==> config.mk <==
export PLATFORM = sky130hd
export DESIGN_NAME = dpwm_gen_frecuencia
export DESIGN_NICKNAME = d
export VERILOG_FILES = /design/src/rtl/dpwm_gen_frecuencia.sv
export SDC_FILE = /design/constraint.sdc
export NUM_CORES = 1
export LEC_CHECK = 0
export CAP_MARGIN = 20
export CORE_ASPECT_RATIO = 1.5
export CORE_MARGIN = 1.5
export CORE_UTILIZATION = 53
export CTS_CLUSTER_SIZE = 28
export DETAILED_ROUTE_END_ITERATION = 10
export DONT_BUFFER_PORTS = 1
export GPL_ROUTABILITY_DRIVEN = 0
export PLACE_DENSITY = 0.68
export SLEW_MARGIN = 30
export SYNTH_ARGS = -nofsm -noshare
export SYNTH_HDL_FRONTEND = slang
export SYNTH_SLANG_ARGS = --single-unit
==> constraint.sdc <==
create_clock -name clk -period 4.2 [get_ports clk]
set_input_delay 1.05 -clock clk [delete_from_list [all_inputs] [get_ports clk]]
set_output_delay 1.05 -clock clk [all_outputs]
set_load 0.03 [all_outputs]
==> src/rtl/dpwm_gen_frecuencia.sv <==
// DPWM base square-wave generator: 2^n-scaled half period from a
// resynchronised frequency index, applied only on period boundaries.
module dpwm_gen_frecuencia #(
  parameter int HALF_BASE = 5,
  parameter int CNT_W     = 12
) (
  input  logic       clk,
  input  logic       rst_n,
  input  logic       enable,
  input  logic [2:0] numero_frec,
  output logic       clk_pwm,
  output logic       tick,
  output logic [2:0] frec_activa,
  output logic       cambio_pendiente
);

  generate
    if ((1 << CNT_W) <= HALF_BASE * 128) begin : g_cnt_w_chk
      $error("CNT_W too narrow for HALF_BASE << 7");
    end
  endgenerate

  typedef enum logic [1:0] {
    IDLE = 2'd0,
    ALTO = 2'd1,
    BAJO = 2'd2
  } state_t;

  localparam logic [CNT_W-1:0] BASE = CNT_W'(HALF_BASE);
  localparam logic [CNT_W-1:0] ONE  = CNT_W'(1);

  state_t           r_state;
  state_t           w_state_nxt;
  logic [2:0]       r_sync1;
  logic [2:0]       r_idx_s;
  logic [CNT_W-1:0] r_cnt;
  logic             r_pwm;
  logic             r_tick;
  logic [2:0]       r_frec;
  logic             r_cambio;

  logic [CNT_W-1:0] w_half;
  logic             w_fin;
  logic [CNT_W-1:0] w_cnt_nxt;
  logic             w_pwm_nxt;
  logic             w_tick_nxt;
  logic [2:0]       w_frec_nxt;

  // Half period follows the index in effect, never the incoming one
  assign w_half = BASE << r_frec;
  assign w_fin  = (r_cnt == (w_half - ONE));

  always_ff @(posedge clk or negedge rst_n) begin
    if (!rst_n) begin
      r_sync1 <= '0;
      r_idx_s <= '0;
    end else begin
      r_sync1 <= numero_frec;
      r_idx_s <= r_sync1;
    end
  end

  always_ff @(posedge clk or negedge rst_n) begin
    if (!rst_n) begin
      r_state <= IDLE;
    end else begin
      r_state <= w_state_nxt;
    end
  end

  always_comb begin
    w_state_nxt = r_state;
    unique case (r_state)
      IDLE: if (enable) w_state_nxt = ALTO;
      ALTO: if (w_fin) w_state_nxt = BAJO;
      BAJO: if (w_fin) w_state_nxt = enable ? ALTO : IDLE;
      default: w_state_nxt = IDLE;
    endcase
  end

  always_comb begin
    w_cnt_nxt  = r_cnt + ONE;
    w_pwm_nxt  = 1'b0;
    w_tick_nxt = 1'b0;
    w_frec_nxt = r_frec;
    unique case (r_state)
      IDLE: begin
        w_cnt_nxt = '0;
        if (enable) begin
          w_pwm_nxt  = 1'b1;
          w_tick_nxt = 1'b1;
          w_frec_nxt = r_idx_s;
        end
      end
      ALTO: begin
        if (w_fin) begin
          w_cnt_nxt = '0;
        end else begin
          w_pwm_nxt = 1'b1;
        end
      end
      BAJO: begin
        if (w_fin) begin
          w_cnt_nxt = '0;
          if (enable) begin
            w_pwm_nxt  = 1'b1;
            w_tick_nxt = 1'b1;
            w_frec_nxt = r_idx_s;
          end
        end
      end
      default: w_cnt_nxt = '0;
    endcase
  end

  always_ff @(posedge clk or negedge rst_n) begin
    if (!rst_n) begin
      r_cnt    <= '0;
      r_pwm    <= 1'b0;
      r_tick   <= 1'b0;
      r_frec   <= '0;
      r_cambio <= 1'b0;
    end else begin
      r_cnt    <= w_cnt_nxt;
      r_pwm    <= w_pwm_nxt;
      r_tick   <= w_tick_nxt;
      r_frec   <= w_frec_nxt;
      r_cambio <= (r_idx_s != r_frec);
    end
  end

  assign clk_pwm          = r_pwm;
  assign tick             = r_tick;
  assign frec_activa      = r_frec;
  assign cambio_pendiente = r_cambio;

endmodule

---- Yosys cells after proc, flatten, opt, wreduce, memory -nomap -nowiden ----
Cells that the tools add are included.
storage, ports and cells
  bits in registers ....................... 26
  bits in latches ......................... 0
  memory bits (writable) .................. 0
  bits in read-only memories .............. 0
  input bits .............................. 6
  output and inout port bits .............. 6
  logic and storage cells ................. 38
  memories kept ........................... 0
cells by class
  add/subtract/negate cells ............... 2
  multiply operators ...................... 0
  div/mod/pow operators ................... 0
  order comparisons ....................... 0
  equal/unequal tests ..................... 7
  shift operators ......................... 1
  multiplexer cells ....................... 15
  bitwise operators ....................... 0
  reductions and logical operators ........ 5
operator list
  cell                   number
  $mux 12                2
  $add 12x1->12 const B  1
  $eq 12x12->1           1
  $shl 3x3->12 const A   1
  $sub 12x1->12 const B  1
  $mux 2                 3
  $mux 3                 2
  $ne 2x2->1 const B     3
  $pmux 2 s3             1
  $pmux 3 s2             1
  $mux 1                 4
  $ne 3x3->1             1
  $pmux 1 s3             1
  $reduce_and 3->1       1
  $eq 2x1->1 const B     1
  $eq 2x2->1 const B     1
  $logic_not 2->1        1
  $pmux 1 s2             1
  $reduce_and 2->1       1
  $reduce_bool 2->1      1
  $reduce_or 2->1        1

---- Depth between registers and ports, before layout ----
  depth in word-level cells ............... 5
  depth in mapped cells ................... 11
  depth with buffers taken out ............ 9

---- Worst setup path after synthesis ----
Ideal clock, no wire load.
  path kind ............................... flip-flop to flip-flop
  start ................................... register r_frec[1] (netlist: frec_activa[1])
  end ..................................... register r_frec[0] (netlist: frec_activa[0])
  library setup time ...................... 125 ps
  data arrival time ....................... 2719 ps
  required time ........................... 4075 ps
  path slack .............................. 1356 ps
  cell stages (with the launch flop) ...... 9
  buffers on the path ..................... 0
  clock period less this slack ............ 2844 ps
  cells stage by stage .................... dfrtp_1 or3_1 ha_1 a21bo_2 and4b_1 a311o_1 nor4b_4 a31oi_2 mux2_4
on the way
  word-level cells in the longest chain between the ends .. 5
ends and longest elaborated chain
  element                            RTL line  text
  start: declaration                 39        logic [2:0] r_frec;
  start signal: assignment           127       r_frec <= w_frec_nxt;
  $shl 3x3->12                       50        assign w_half = BASE << r_frec;
  $sub 12x1->12                      51        assign w_fin = (r_cnt == (w_half - ONE));
  $eq 12x12->1                       51
  $ne 2x2->1 (no source line)        --
  $reduce_and 2->1 (no source line)  --
Every way passes these cells.
A chain may end at the register's enable or synchronous reset.

---- Final worst setup path ----
  start ................................... register r_frec[0] (netlist: frec_activa[0])
  end ..................................... register r_cnt[11]
on the way
  word-level cells in the longest chain between the ends .. 5
ends and longest elaborated chain
  element                 RTL line  text
  $shl 3x3->12            50
  $sub 12x1->12           51
  $eq 12x12->1            51
  $mux 12                 96, 103
  $mux 12                 --
  net w_cnt_nxt[11]       44        logic [CNT_W-1:0] w_cnt_nxt;
  end signal: assignment  124       r_cnt <= w_cnt_nxt;
  end: declaration        36        logic [CNT_W-1:0] r_cnt;
The timed path passes the listed nets, and every way through them passes these cells.

==> metrics.md <==
| Metric | Value |
|---|---|
| Total Power | 938 µW |
| Max Cap Viol | 0 |
| CTS max path bufs | 2 |
| Final worst slack | 1.00 ns |
| CP Buf/Inv Count | 0 |
| Critical path depth | 8 |
| Post-synth top area cell | dfrtp_1 |
| First-iteration detailed-routing DRC count | 32 |
| Final setup fails | 0 |
| Syn_nets | 154 |
| Worst EP arrival | 3.33 ns |
| Pre-CTS WS | 1.03 ns |
| # diodes | 0 |
| Slew HR | 58.9% |
| Hold WC Path Type | reg -> reg |
| HPWL after detailed placement | 2060 µm |
| Post-synthesis average cell area | 10.2 µm² |
| Initial Utilization | 54.8% |
| Hold endpoint | r_idx_s[0] |
| DP Area | 1490 µm² |
| #FFs+latches synth | 26 |
| Slowest-stage cell, CP | dfrtp_1 |
| Worst reg2reg path depth | 8 |
| Leading cell types by count after synthesis | dfrtp_1 (26), nor2_1 (18), inv_1 (8), xor2_1 (8) |
| Core Area | 2650 µm² |
| Multi-input logic area | 747 µm² |
| Post-synth top area share | 44.9% |
| Total wire length | 2810 µm |
| Status | completed |
| Least-Margin Pin Slew | 0.617 ns |
| Synth Flop Type | dfrtp_1 |
| Max Slew Vio Count | 0 |
| Largest stage delay, worst path | 0.62 ns |
| Count of boundary I/O pins | 12 |
| Clk slew on worst S/H paths | 0.08 ns |
| Ordered cell list for the critical path | or3_1 > ha_1 > a21bo_2 > and4b_1 > a311o_1 > nor4b_4 > nand2b_1 > nor2_1 |
| Number of CTS-inserted buffers | 3 |
| Crit-path leading delay family | simple AND/OR/NAND/NOR gates |
| Sequential cell area fraction in the yosys report | 44.9% |
| CTS tree | built |
| Wire length per cell | 15.7 µm |
| Fin nets | 156 |
| WHS | 0.354 ns |
| Mapped Area | 1450 µm² |
| Post-CTS Setup Inserts | 0 |
| Post-synth EDFFs | 0 |
| Setup crit end kind | flip-flop |
| Vias in the first global route | 1,054 |
| First-pass GRT wire length | 4770 µm |
| Fill cell total of the finished layout | 243 |
| Data required time of the critical path | 4.33 ns |
| PD cells | 613 nW/µm² |
| Hold Path Cell Cnt | 0 |
| # DRC | 0 |
| Area Growth Syn to Fin | 5.52% |
| Largest cells by area after synthesis | dfrtp_1 (45%), ha_1 (5.2%), xor2_1 (4.8%) |
| Leading cell type by number of instances after synthesis | dfrtp_1 |
| Fmax | 313 MHz |
| Peak VDD IR | 0.000347 V |
| YS warnings | 0 |
| FF-to-FF Start | frec_activa[0] |
| Clock Latency Late Sink | 0.27 ns |
| Rows | 23 |
| Placed cells | 176 |
| TritonRoute pass-1 iters | 4 |
| RSZ-0062 raised after global routing | false |
| Die X | 45.7 µm |
| DIE AREA | 3070 µm² |
| # clock sinks | 26 |
| Antenna violations before repair | 0 |
| Final core occ | 57.8% |
| Final cycle utilization of the critical path | 76.1% |
| Post-CTS Hold Buffers | 0 |
| Post-synth ARST share | 100% |
| Port bufs | 0 |
| Mapped Cells | 142 |
| Fin Setup TNS | 0 ns |
| LEAKAGE | 0.677 nW |
| CTS H-tree depth | 1 |
| Minimum clock period | 3.20 ns |
| Clock Tree Root | clkbuf_8 |
| DR vias | 1,012 |
| Clock Skews | 0.00440 ns |
| Vias per inst | 5.65 |
| FF/Latch Area | 651 µm² |
| Setup slack, reg-to-reg | 1.00 ns |
| Routed Antenna Nets | 0 |
| DIE HEIGHT | 67.1 µm |
| Final instance area | 1530 µm² |
| Hold Vio Cnt, Final | 0 |
| Final global-route overflow total | 0 |
| Worst setup path category | reg -> reg |
| Crit-path max FO | 14 |
| Layout cell share with drive strength beyond 1 | 9.15% |
| Min-delay src | r_sync1[0] |
| PostCTS Resize Cnt | 0 |
| Final cell count without fillers | 179 |
| Synth cell types | 40 |
| Critical Path Source Type | flip-flop |
| Tot GR Track Use | 21.8% |
| Crit path launch | frec_activa[0] |
| R2r endpoint | r_cnt[11] |
| Largest net degree at the start of global routing | 27 |
report_power, final:
group,leakage (nW),internal (mW),switching (mW),total [mW]
clock network,0.0216,0.0643,0.0732,0.137
logic,0.324,0.188,0.227,0.415
registers,0.331,0.292,0.0939,0.386
sequential cells by signal, indices dropped and copies added, names as in the netlist:
name              flops
r_state               2
clk_pwm               1
cambio_pendiente      1
r_cnt                12
frec_activa           3
r_sync1               3
tick                  1
r_idx_s               3
final cells by class:
cell class	count	share of cell area, %
repair buffers	2	0.981
multi-input cells	103	48.8
flip-flops and latches	26	42.5
clock buffers	3	2.70
inverters	8	1.96
well taps	37	3.03
worst max-delay path by stage:
stage / end / slack, ns
final: r_cnt[11] / 1.00
after detailed placement: r_cnt[11] / 1.03
after CTS: r_cnt[11] / 1.01
after floorplan: frec_activa[0] / 1.36
after global placement: frec_activa[2] / 1.10
after global routing: r_cnt[11] / 0.82
cell usage in the layout (no fill, tap or decap), types with 2 or more instances in the layout:
master	count
and4b_1	2
a21oi_1	2
a31oi_1	2
clkbuf_8	3
ha_1	6
nand3_1	7
mux2_4	3
xnor2_1	7
nand2_1	5
o21ai_0	3
and2_1	2
inv_1	8
nor2b_1	3
nor2_1	18
buf_4	2
nor3_1	3
and3_1	4
xor2_1	8
o32ai_1	3
nand2b_1	5
dfrtp_1	26
o211ai_1	2
routing by layer:
metal	track usage [%]	share of wire (%)	wire, µm	up-vias
met5	0	0	0	-
met4	8.93	1.8	51	0
met3	2.44	1.6	45	5
met2	37.1	53	1500	16
met1	27.1	43	1220	498
li1	-	-	-	493
logic make-up after synthesis:
kind of cell             after synthesis  share of synthesized area (%)
XOR/XNOR                              15                           9.06
multiplexers                           4                           3.88
adder cells (fa/ha/maj)                6                           5.18
AO/OA/AOI/OAI                         20                           10.6
flip-flops                            26                           44.9
buffers and inverters                 13                           3.62
AND/OR/NAND/NOR                       58                           22.8
worst reg2reg max path, stage by stage, from the launching register on:
cell and delay (ns):
dfrtp_1 0.62, or3_1 0.46, ha_1 0.27, a21bo_2 0.24, and4b_1 0.17, a311o_1 0.30
nor4b_4 0.41, nand2b_1 0.45, nor2_1 0.14
Note: power is estimated with default switching activity, not from simulation.
